<file path="config.mk">
export PLATFORM = sky130hd
export DESIGN_NAME = srq_pio_master
export DESIGN_NICKNAME = d
export VERILOG_FILES = /design/src/rtl/srq_pkg.sv /design/src/rtl/srq_pio_master.sv
export SDC_FILE = /design/constraint.sdc
export NUM_CORES = 1
export LEC_CHECK = 0
export ABC_AREA = 1
export BUFFER_PORTS_ARGS = -buffer_cell sky130_fd_sc_hd__buf_2
export CORE_UTILIZATION = 44
export DETAILED_ROUTE_END_ITERATION = 7
export PLACE_DENSITY = 0.79
export SYNTH_ARGS = -nofsm -noshare
export SYNTH_HDL_FRONTEND = slang
export SYNTH_SLANG_ARGS = --single-unit
export TNS_END_PERCENT = 1
</file>
<file path="constraint.sdc">
create_clock -name clk -period 1.86 [get_ports clk]
set_clock_uncertainty 0.1 [all_clocks]
set_input_delay 0.558 -clock clk [delete_from_list [all_inputs] [get_ports clk]]
set_output_delay 0.558 -clock clk [all_outputs]
set_load 0.01 [all_outputs]
</file>
<file path="src/rtl/srq_pkg.sv">
// Shared definitions for the Avalon-MM PIO master: FSM state encoding and
// default bus widths.
package srq_pkg;

  localparam int SRQ_ADDR_W = 2;
  localparam int SRQ_DATA_W = 32;

  typedef enum logic [2:0] {
    IDLE  = 3'd0,
    WRITE = 3'd1,
    READ  = 3'd2,
    LAT   = 3'd3,
    RESP  = 3'd4
  } srq_state_t;

endpackage

</file>
<file path="src/rtl/srq_pio_master.sv">
// srq_pio_master: turns single commands into one Avalon-MM transfer each,
// using active-low read/write strobes and a fixed slave read latency.
// Optional feature macro SRQ_PIO_MASTER_TIMEOUT_EN: a waitrequest watchdog
// that ends a stalled transfer with rsp_error=1. Without it the master waits
// for the slave indefinitely and rsp_error is constant 0.
module srq_pio_master
  import srq_pkg::*;
#(
  parameter int ADDR_W         = SRQ_ADDR_W,
  parameter int DATA_W         = SRQ_DATA_W,
  parameter int READ_LATENCY   = 0,
  parameter int TIMEOUT_CYCLES = 255
) (
  input  logic              clk,
  input  logic              reset,
  input  logic              cmd_valid,
  output logic              cmd_ready,
  input  logic              cmd_write,
  input  logic [ADDR_W-1:0] cmd_address,
  input  logic [DATA_W-1:0] cmd_wdata,
  output logic [ADDR_W-1:0] avm_address,
  output logic              avm_chipselect,
  output logic              avm_write_n,
  output logic              avm_read_n,
  output logic [DATA_W-1:0] avm_writedata,
  input  logic [DATA_W-1:0] avm_readdata,
  input  logic              avm_waitrequest,
  output logic              rsp_valid,
  output logic [DATA_W-1:0] rsp_rdata,
  output logic              rsp_error
);

  // Reject parameter values the datapath cannot honour.
  if (READ_LATENCY < 0 || READ_LATENCY > 3) begin : g_bad_latency
    $error("srq_pio_master: READ_LATENCY must be 0..3");
  end
  if (TIMEOUT_CYCLES < 1) begin : g_bad_timeout
    $error("srq_pio_master: TIMEOUT_CYCLES must be at least 1");
  end

  // Last value of the latency counter; only reachable when READ_LATENCY > 0.
  localparam logic [1:0] LAT_LAST = 2'(READ_LATENCY - 1);

  srq_state_t        state_reg, state_next;
  logic [ADDR_W-1:0] addr_reg;
  logic [DATA_W-1:0] wdata_reg;
  logic [DATA_W-1:0] rdata_reg;
  logic [1:0]        lat_cnt_reg, lat_cnt_next;
  logic              capture;
  logic              accept;
  logic              timeout_hit;

  assign accept = (state_reg == IDLE) && cmd_valid;

`ifdef SRQ_PIO_MASTER_TIMEOUT_EN
  localparam int WAIT_W = $clog2(TIMEOUT_CYCLES + 1);

  logic [WAIT_W-1:0] wait_cnt_reg, wait_cnt_next;
  logic              err_reg;

  // The stall that would make TIMEOUT_CYCLES consecutive waitrequest cycles.
  assign timeout_hit = ((state_reg == WRITE) || (state_reg == READ)) && avm_waitrequest &&
                       (wait_cnt_reg == WAIT_W'(TIMEOUT_CYCLES - 1));

  // Count consecutive stalled strobe cycles; any other cycle restarts it.
  always_comb begin
    wait_cnt_next = '0;
    if (((state_reg == WRITE) || (state_reg == READ)) && avm_waitrequest) begin
      wait_cnt_next = wait_cnt_reg + 1'b1;
    end
  end

  // Wait counter and sticky error flag for the transaction in flight.
  always_ff @(posedge clk) begin
    if (reset) begin
      wait_cnt_reg <= '0;
      err_reg      <= 1'b0;
    end else begin
      wait_cnt_reg <= wait_cnt_next;
      if (accept) begin
        err_reg <= 1'b0;
      end else if (timeout_hit) begin
        err_reg <= 1'b1;
      end
    end
  end

  assign rsp_error = rsp_valid && err_reg;
`else
  assign timeout_hit = 1'b0;
  assign rsp_error   = 1'b0;
`endif

  // Next-state and bus strobe decode; strobes are purely a function of state.
  always_comb begin
    state_next     = state_reg;
    lat_cnt_next   = lat_cnt_reg;
    capture        = 1'b0;
    cmd_ready      = 1'b0;
    avm_chipselect = 1'b0;
    avm_write_n    = 1'b1;
    avm_read_n     = 1'b1;
    rsp_valid      = 1'b0;
    case (state_reg)
      IDLE: begin
        cmd_ready = 1'b1;
        if (cmd_valid) begin
          state_next = cmd_write ? WRITE : READ;
        end
      end
      WRITE: begin
        avm_chipselect = 1'b1;
        avm_write_n    = 1'b0;
        if (!avm_waitrequest || timeout_hit) begin
          state_next = RESP;
        end
      end
      READ: begin
        avm_chipselect = 1'b1;
        avm_read_n     = 1'b0;
        if (!avm_waitrequest) begin
          if (READ_LATENCY == 0) begin
            capture    = 1'b1;
            state_next = RESP;
          end else begin
            lat_cnt_next = 2'd0;
            state_next   = LAT;
          end
        end else if (timeout_hit) begin
          state_next = RESP;
        end
      end
      LAT: begin
        if (lat_cnt_reg == LAT_LAST) begin
          capture      = 1'b1;
          lat_cnt_next = 2'd0;
          state_next   = RESP;
        end else begin
          lat_cnt_next = lat_cnt_reg + 2'd1;
        end
      end
      RESP: begin
        rsp_valid  = 1'b1;
        state_next = IDLE;
      end
      default: state_next = IDLE;
    endcase
  end

  // State, command capture at acceptance and read-data capture.
  always_ff @(posedge clk) begin
    if (reset) begin
      state_reg   <= IDLE;
      lat_cnt_reg <= 2'd0;
      addr_reg    <= '0;
      wdata_reg   <= '0;
      rdata_reg   <= '0;
    end else begin
      state_reg   <= state_next;
      lat_cnt_reg <= lat_cnt_next;
      if (accept) begin
        addr_reg  <= cmd_address;
        wdata_reg <= cmd_wdata;
      end
      if (capture) begin
        rdata_reg <= avm_readdata;
      end
    end
  end

  assign avm_address   = addr_reg;
  assign avm_writedata = wdata_reg;
  assign rsp_rdata     = rdata_reg;

endmodule

</file>
==> results of run 1 <==
## critical path, cell delays in order, from the launching register on
cell and delay, ps:
dfxtp_4 370, nor2_4 110, inv_2 60, nor2_4 140
buf_6 120
## metrics by stage
step                      worst slack, ps  utilization [%]  instances
after floorplan                       309                -        340
after global placement                285             57.2        536
after detailed placement              265             57.2        536
after CTS                           -19.5             60.1        552
after global routing                 3.45             60.7        554
final                                75.3             60.7        554
## cell usage after synthesis
master    number
o21ai_0       28
clkbuf_1       9
nor2_4         2
conb_1         1
nor2_2         1
buf_4          3
nand2_2        3
nand4_1        2
nand3_1       39
nor3_1         1
a21oi_1       37
nand2_4        1
ha_1           1
o21ai_1        5
inv_2          2
inv_4          1
inv_1          8
nand2_1       42
dfxtp_1       71
buf_6          8
buf_2          5
a211oi_1       1
nor2_1        69
## report_power, final
| part | total (W) | internal (W) | switching [W] | leakage [nW] |
|---|---|---|---|---|
| registers | 0.00210 | 0.00189 | 0.000213 | 0.581 |
| logic | 0.00172 | 0.000688 | 0.00103 | 1.15 |
| clock network | 0.00106 | 0.000521 | 0.000537 | 0.0874 |
| total | 0.00488 | 0.00310 | 0.00178 | 1.82 |
## layout by cell type, fill, tap and decap left out
cell type	netlist	layout
buf_12	0	2
nor2_1	69	69
dfxtp_4	0	1
nor2_4	2	3
nor3_1	1	1
nand4_1	2	2
buf_4	3	5
clkbuf_8	0	10
buf_2	5	140
a21oi_1	37	37
dfxtp_1	71	68
inv_4	1	2
nand2_4	1	1
clkinv_4	0	1
buf_6	8	1
inv_1	8	8
ha_1	1	1
conb_1	1	1
o21ai_0	28	28
inv_2	2	1
a211oi_1	1	1
nand3_1	39	39
clkbuf_1	9	3
o21ai_1	5	5
dfxtp_2	0	2
nand2_1	42	42
clkinv_2	0	2
nand2_2	3	3
## metal layers
| metal | track usage [%] | part of all wire [%] | vias up |
|---|---|---|---|
| met5 | 0 | 0 | - |
| met4 | 8.21 | 1.3 | 0 |
| met3 | 6.48 | 8.8 | 10 |
| met2 | 35.1 | 46 | 115 |
| met1 | 22.7 | 43 | 1205 |
| li1 | - | - | 1377 |
## logic make-up (layout without fill, tap and decap cells)
group           Yosys count  in the layout  synth area share (%)
fa+ha+maj                 1              1                 0.464
simple gates            160            160                  25.5
other cells               1              1                 0.139
flops                    71             71                  52.7
buf+inv                  36            175                  7.97
compound gates           71             71                  13.3
## worst max path at each step
stage	cells after the start	slack [ps]	to	start
after global placement	7	290	rsp_rdata[2]$_SDFFE_PP0P_	avm_waitrequest
after floorplan	5	310	cmd_ready	state_reg[1]$_SDFFE_PP0P_
after global routing	4	3	cmd_ready	state_reg[0]$_SDFFE_PP0P_
after detailed placement	7	260	rsp_rdata[2]$_SDFFE_PP0P_	avm_waitrequest
final	4	80	cmd_ready	state_reg[0]$_SDFFE_PP0P_
after CTS	4	-20	cmd_ready	state_reg[1]$_SDFFE_PP0P_
## what timing repair did
item,in CTS,in global routing
setup endpoints to repair,3,3
buffers inserted,0,2
hold endpoints to repair,0,0
gates resized for setup,2,5
pin swaps,0,2
## final cells by class
type	count	share of cell area (%)
multi-input cells	233	29.7
inverters	11	1.29
flip-flops and latches	71	39.7
well taps	75	2.61
clock buffers	13	4.14
clock inverters	3	0.522
repair buffers	148	22.0
==> flow_metrics.tcl, run 1 <==
set metrics [dict create \
    status "complete, no violations" \
    first_global_vias 2376 \
    num_io_pins 143 \
    cts_sinks 71 \
    die_w_um 80.3 \
    cts_buffer_depth 2 \
    firstDrtPassIters 4 \
    crit_path_end_kind "output port" \
    regArea_um2 1430 \
    synth_top_area_share_pct 52.7 \
    wl_per_cell_um 11.8 \
    dp_hpwl_um 4470 \
    core_um2 5920 \
    clk_latency_ps 330 \
    start_util_pct 45.6 \
    clock-root-buffer "clkbuf_8" \
    antenna_left 0 \
    tightest_slew_ps 583 \
    path_max_fanout 5 \
    yosysTopAreaCell "dfxtp_1" \
    dieArea_um2 6450 \
    holdBufCountCts 0 \
    power_density_nw_per_um2 1360 \
    h-tree-depth 3 \
    rows 28 \
    final_area_um2 3590 \
    design_power_total_w 0.00488 \
    antenna_found_initial 0 \
    drc 0 \
    place.gp.congestion 0.803 \
    placed_area_um2 3390 \
    crit_type "register to output port" \
    vias 2707 \
    setup_viol 0 \
    critPathLaunchType "register" \
    hold_slack_ps 337 \
    cts_made_buffers 9 \
    grtUsageTotal_pct 20.2 \
    syn-cell-area_um2 2700 \
    drive_above_1_share_pct 36.3 \
    die_y_um 80.3 \
    reg2reg_depth 7 \
    grt_remaining_overflow 0 \
    grt_first_pass_wirelength_um 10100 \
    worstHoldPathType "input pin to register" \
    syn2layout_area_growth_pct 33.1 \
    max_freq_mhz 560 \
    crit_required_ps 1200 \
    finalWirelength_um 6560 \
    port_buffers 141 \
    synth_cell_type_count 23 \
    synthCells 340 \
    drv_slew 0 \
    synth.net_count 412 \
    peakVddDrop_mv 0.634 \
    final_hold_viol_count 0 \
    cts_tree "done" \
    cp.arrival_ps 1130 \
    clkSlewWorstSetupHoldPaths_ps 70 \
    dr.first_iter.drc_count 127 \
    worstHoldPathCells 2 \
    rsz0062_at_grt "yes" \
    avgSynthCellArea_um2 7.94 \
    ys_seq_area_share_pct 52.7 \
    leakagePower_nw 1.82 \
    synth_area_leaders "dfxtp_1 (53%), nor2_1 (9.6%), nand3_1 (7.2%)" \
    yosys_warnings 0 \
    final_nets 546 \
    r2r_start "state_reg[0]$_SDFFE_PP0P_" \
    setup_tns_ps 0 \
    vias_per_cell 4.89 \
    fillers 520 \
    multiInputGateArea_um2 1070 \
    grt_max_degree 35 \
    min-delay-start "reset" \
    yosys_register_bits 71 \
    antennaDiodeCount 0 \
    period_share_pct 96.0 \
    r2r_slack_ps 240 \
    relSlewSlack_pct 61.0 \
    hold_end "state_reg[2]$_SDFFE_PP0P_" \
    min_period_ps 1780 \
    r2r-end "avm_writedata[29]$_SDFFE_PP0P_" \
    maxCapViolations 0 \
]
No activity file was read; power rests on OpenSTA's default activity.
==> inputs of run 2 (changes only) <==
Settings changed: CORE_ASPECT_RATIO from default to 1.25.
==> flow_metrics.tcl, run 2 (synthesis results as in run 1) <==
set metrics [dict create \
    status "complete, no violations" \
    crit_path_end_kind "output port" \
    cpMostUsedCell "nor2_4" \
    firstDrtPassIters 4 \
    clock-root-buffer "clkbuf_8" \
    place.gp.congestion 0.814 \
    wl_met1_um 2810 \
    syn2layout_area_growth_pct 37.2 \
    crit_required_ps 1200 \
    period_share_pct 95.9 \
    setup_viol 0 \
    cts_buffer_depth 2 \
    wl_met3_um 462 \
    final_hold_viol_count 0 \
    dp_cells 544 \
    p_sw_w 0.00178 \
    die_w_um 72.1 \
    multiInputGateArea_um2 1070 \
    top_layer_used "met4" \
    sequentialPowerShare_pct 38.6 \
    dieArea_um2 6450 \
    clkPwrFrac_pct 30.4 \
    critPathLaunchType "register" \
    crit_slowest_cell "dfxtp_2" \
    crit_type "register to output port" \
    final_common_cell "buf_2" \
    path_depth 4 \
    die_y_um 89.6 \
    port_buffers 141 \
    path_max_fanout 6 \
    dp_hpwl_um 4330 \
    antenna_left 0 \
    cp.arrival_ps 1130 \
    path_cells "nor2_4 -> inv_2 -> nor2_4 -> buf_2" \
    max_freq_mhz 561 \
    dr.first_iter.drc_count 159 \
    antenna_found_initial 0 \
    h-tree-depth 3 \
    vias 2725 \
    leakagePower_nw 1.87 \
    num_io_pins 143 \
    crit_family "flip-flops" \
    power_density_nw_per_um2 1470 \
    grt_first_pass_wirelength_um 9610 \
    reg2reg_depth 7 \
    clk_latency_ps 330 \
    cts_tree "done" \
    grt_max_degree 37 \
    vias_per_cell 4.86 \
    cts_made_buffers 9 \
    pwr-share-comb_pct 31.0 \
    finalWirelength_um 6340 \
    antennaDiodeCount 0 \
    start_util_pct 46.1 \
    max_stage_delay_ps 360 \
    worstHoldPathCells 3 \
    worstHoldPathType "input pin to register" \
    layout_common_cells "buf_2 (141), nor2_1 (69), dfxtp_1 (68), nand2_1 (42), nand3_1 (39)" \
    drc 0 \
    drv_slew 0 \
    final_nets 546 \
    regArea_um2 1430 \
    wl_per_cell_um 11.3 \
    setup_tns_ps 0 \
    clkSlewWorstSetupHoldPaths_ps 70 \
    fillers 519 \
    peakVddDrop_mv 0.797 \
    intPower_w 0.00365 \
    drive_above_1_share_pct 37.0 \
    dr_wl_met2_um 2960 \
    holdBufCountCts 0 \
    cts_sinks 71 \
    first_global_vias 2347 \
    min_period_ps 1780 \
    crit_buf_inv 2 \
    sw_frac_of_total_pct 32.8 \
    core_um2 5860 \
    rows 31 \
    grtUsageTotal_pct 19.0 \
    rsz0062_at_grt "no" \
    maxCapViolations 0 \
    grt_remaining_overflow 0 \
    stdcell_count 561 \
]
run 2: stage by stage:
stage / util (%) / hold slack [ps] / area, µm² / setup WS [ps] / power, W
6_report: 63.2 / 344 / 3700 / 76.6 / 0.00544
3_3_place_gp: 58.2 / 344 / 3410 / 307 / 0.00373
4_1_cts: 63.1 / 325 / 3690 / 5.19 / 0.00547
3_5_place_dp: 58.2 / 351 / 3410 / 235 / 0.00377
2_1_floorplan: - / 344 / 2700 / 309 / 0.00327
5_1_grt: 63.2 / 334 / 3700 / 9.37 / 0.00577
run 2: power groups by stage:
stage	Clock [W]	Sequential [W]	Combinational, W
detailed placement	0	0.00211	0.00166
global route	0.00175	0.00214	0.00188
CTS	0.00169	0.00208	0.00169
finish	0.00165	0.00210	0.00169
global placement	0	0.00210	0.00163
floorplan	0	0.00227	0.00101
run 2: area by class of cell:
| cell class | instances | area share, % |
|---|---|---|
| multi-input cells | 233 | 28.8 |
| clock inverters | 5 | 3.45 |
| flip-flops and latches | 71 | 38.5 |
| clock buffers | 11 | 4.09 |
| inverters | 11 | 1.18 |
| well taps | 82 | 2.77 |
| repair buffers | 148 | 21.1 |
run 2: final timing paths:
check | startpoint | end | slack [ps]
hold / removal | avm_readdata[27] | rsp_rdata[27]$_SDFFE_PP0P_ | 340
setup / recovery | state_reg[1]$_SDFFE_PP0P_ | cmd_ready | 80
hold reg to reg | avm_writedata[22]$_SDFFE_PP0P_ | avm_writedata[22]$_SDFFE_PP0P_ | 360
setup reg to reg | state_reg[1]$_SDFFE_PP0P_ | avm_writedata[18]$_SDFFE_PP0P_ | 240
run 2: what timing repair did:
item	CTS	global route
endpoints found under the hold margin	0	0
gates resized for setup	1	4
endpoints found under the setup margin	2	2
pin swaps	1	0
setup buffers	1	0
run 2: per-layer routing:
| layer | up-vias | global-route usage [%] |
|---|---|---|
| li1 | 1379 | - |
| met1 | 1220 | 22.2 |
| met2 | 115 | 32.4 |
| met3 | 11 | 4.62 |
| met4 | 0 | 10.2 |
| met5 | - | 0 |
run 2: tightest hold or removal path, stage by stage:
cell,delay [ps]
buf_2,70
nor2_1,30
nor2_1,80
==> inputs of run 3 (changes only) <==
Settings changed: ABC_AREA 1 to default, CORE_UTILIZATION 44 to 46, PLACE_DENSITY 0.79 to 0.8.
==> flow_metrics.tcl, run 3 <==
set metrics [dict create \
    dieArea_um2 6760 \
    die_w_um 73.7 \
    synth_flop_cell "dfxtp_1" \
    grtUsageTotal_pct 19.7 \
    cts_tree "done" \
    muxShareOfSynthArea_pct 11.2 \
    max_freq_mhz 545 \
    worstHoldPathType "input pin to register" \
    path_max_fanout 8 \
    crit_required_ps 1200 \
    final_nets 533 \
    synthAdderAreaFrac_pct 0.423 \
    synth_xor_area_share_pct 0.296 \
    yosys_register_bits 71 \
    dp_cells 534 \
    syn2layout_area_growth_pct 33.9 \
    drive_above_1_share_pct 37.1 \
    period_share_pct 98.7 \
    clk_latency_ps 330 \
    start_util_pct 47.7 \
    antenna_left 0 \
    vias 2600 \
    power_density_nw_per_um2 884 \
    avgSynthCellArea_um2 9.08 \
    antennaDiodeCount 0 \
    setup_viol 0 \
    crit_type "register to output port" \
    ys_seq_area_share_pct 48.0 \
    finalWirelength_um 6610 \
    async_flop_share_pct 0 \
    final_hold_viol_count 0 \
    cts_made_buffers 9 \
    sequentialPowerShare_pct 47.0 \
    synth_top_family_by_area "simple AND/OR/NAND/NOR gates" \
    synth_top_area_share_pct 48.0 \
    synth_edf_count 0 \
    grt_remaining_overflow 0 \
    min_period_ps 1830 \
    fillers 528 \
    rsz0062_at_grt "yes" \
    num_io_pins 143 \
    cp.arrival_ps 1180 \
    h-tree-depth 3 \
    synth.net_count 398 \
    design_power_total_w 0.00350 \
    clkSlewWorstSetupHoldPaths_ps 80 \
    status "complete, no violations" \
    drv_slew 0 \
    crit_path_end_kind "output port" \
    intPower_w 0.00263 \
    regArea_um2 1430 \
    synth_compound_area_share_pct 7.02 \
    grt_first_pass_wirelength_um 10400 \
    stdcell_count 551 \
    peakVddDrop_mv 0.530 \
    clock-root-buffer "clkbuf_8" \
    synth_simple_gate_area_share_pct 27.5 \
    grt_max_degree 104 \
    leakagePower_nw 1.82 \
    clkPwrFrac_pct 38.7 \
    rows 32 \
    firstDrtPassIters 4 \
    yosys_warnings 0 \
    cts_buffer_depth 2 \
    cts_sinks 71 \
    synthCells 326 \
    sw_frac_of_total_pct 24.7 \
    dr.first_iter.drc_count 60 \
    multiInputGateArea_um2 1390 \
    p_sw_w 0.000866 \
    place.gp.congestion 0.774 \
    synth_area_leaders "dfxtp_1 (48%), nand2b_1 (14%), mux2i_1 (11%)" \
    first_global_vias 2559 \
    wl_per_cell_um 12.0 \
    syn-cell-area_um2 2960 \
    antenna_found_initial 0 \
    critPathLaunchType "register" \
    yosysTopAreaCell "dfxtp_1" \
    pwr-share-comb_pct 14.3 \
    layout_common_cells "buf_2 (140), nand2_1 (71), dfxtp_1 (68), nand2b_1 (65), a21oi_1 (37)" \
    maxCapViolations 0 \
    die_y_um 91.7 \
    vias_per_cell 4.72 \
    port_buffers 141 \
    final_common_cell "buf_2" \
    holdBufCountCts 0 \
    dp_hpwl_um 4630 \
    drc 0 \
    synthTopCellsByCount "dfxtp_1 (71), nand2_1 (71), nand2b_1 (66)" \
    synth_cell_type_count 26 \
    core_um2 6210 \
]
==> run 3: changes by cell type in the layout (fill, tap and decap cells not counted), sizes merged, moves of 25 or more <==
| cell | previous run | this run |
|---|---|---|
| o21ai | 33 | 1 |
| mux2i | 0 | 33 |
| nand3 | 39 | 0 |
| nor2 | 72 | 3 |
| nand2b | 0 | 66 |
| nand2 | 46 | 71 |
==> run 3: kinds of logic after synthesis <==
family	after synthesis
AND/OR/NAND/NOR	154
flip-flops	71
AO/OA/AOI/OAI	40
multiplexers	33
buffers and inverters	25
adder cells (fa/ha/maj)	1
other	1
XOR/XNOR	1
==> run 3: repair_timing <==
item                                    in CTS  in global routing
endpoints found under the setup margin       5                  2
buffers inserted                             1                  0
pin swaps                                    0                  0
gates resized for setup                      8                  1
cloned                                       0                  0
==> run 3: cell type report <==
| class | count | share of cell area, % |
|---|---|---|
| sequential | 71 | 36.0 |
| multi-input combinational | 230 | 35.1 |
| timing repair buffer | 149 | 20.5 |
| clock buffer | 11 | 3.57 |
| tap | 85 | 2.68 |
| clock inverter | 5 | 2.05 |
==> run 3: metal layers <==
metal / up-vias / part of all wire [%] / global-route usage [%]
li1: 1315 / - / -
met2: 97 / 51 / 36.4
met5: - / 0 / 0
met1: 1174 / 41 / 19.3
met4: 0 / 2.6 / 10.6
met3: 14 / 6.3 / 5.05
==> run 3: critical path, stage by stage, from the launching register on <==
cell	delay [ps]
dfxtp_4	380
buf_6	140
xnor2_1	110
nor2_1	90
buf_2	130
==> run 3: final timing paths <==
check | from | end | slack, ps | cells past startpoint
setup / recovery | state_reg[1]$_SDFFE_PP0P_ | avm_chipselect | 30 | 4
hold / removal | cmd_wdata[27] | avm_writedata[27]$_SDFFE_PP0P_ | 350 | 3
setup reg to reg | lat_cnt_reg[0]$_SDFFE_PP0P_ | rsp_rdata[23]$_SDFFE_PP0P_ | 340 | 5
hold reg to reg | avm_writedata[11]$_SDFFE_PP0P_ | avm_writedata[11]$_SDFFE_PP0P_ | 350 | 2
==> run 3: power by group through the flow <==
stage	Combinational, W	Sequential [W]	Clock, W
after detailed placement	0.000496	0.00168	0
after floorplan	0.000271	0.00171	0
after global placement	0.000481	0.00167	0
after global routing	0.000550	0.00166	0.00145
final	0.000501	0.00164	0.00135
after CTS	0.000506	0.00164	0.00139
==> run 3: metrics by stage <==
step                cell area, µm²  utilization, %  hold slack (ps)  worst slack (ps)  TNS [ps]
global route                  3960            63.8              342             -51.9     -51.9
finish                        3960            63.8              351              25.1         0
detailed placement            3700            59.6              346               104         0
CTS                           3960            63.7              338              1.57         0
global placement              3700            59.6              339               184         0
floorplan                     2960               -              349               252         0
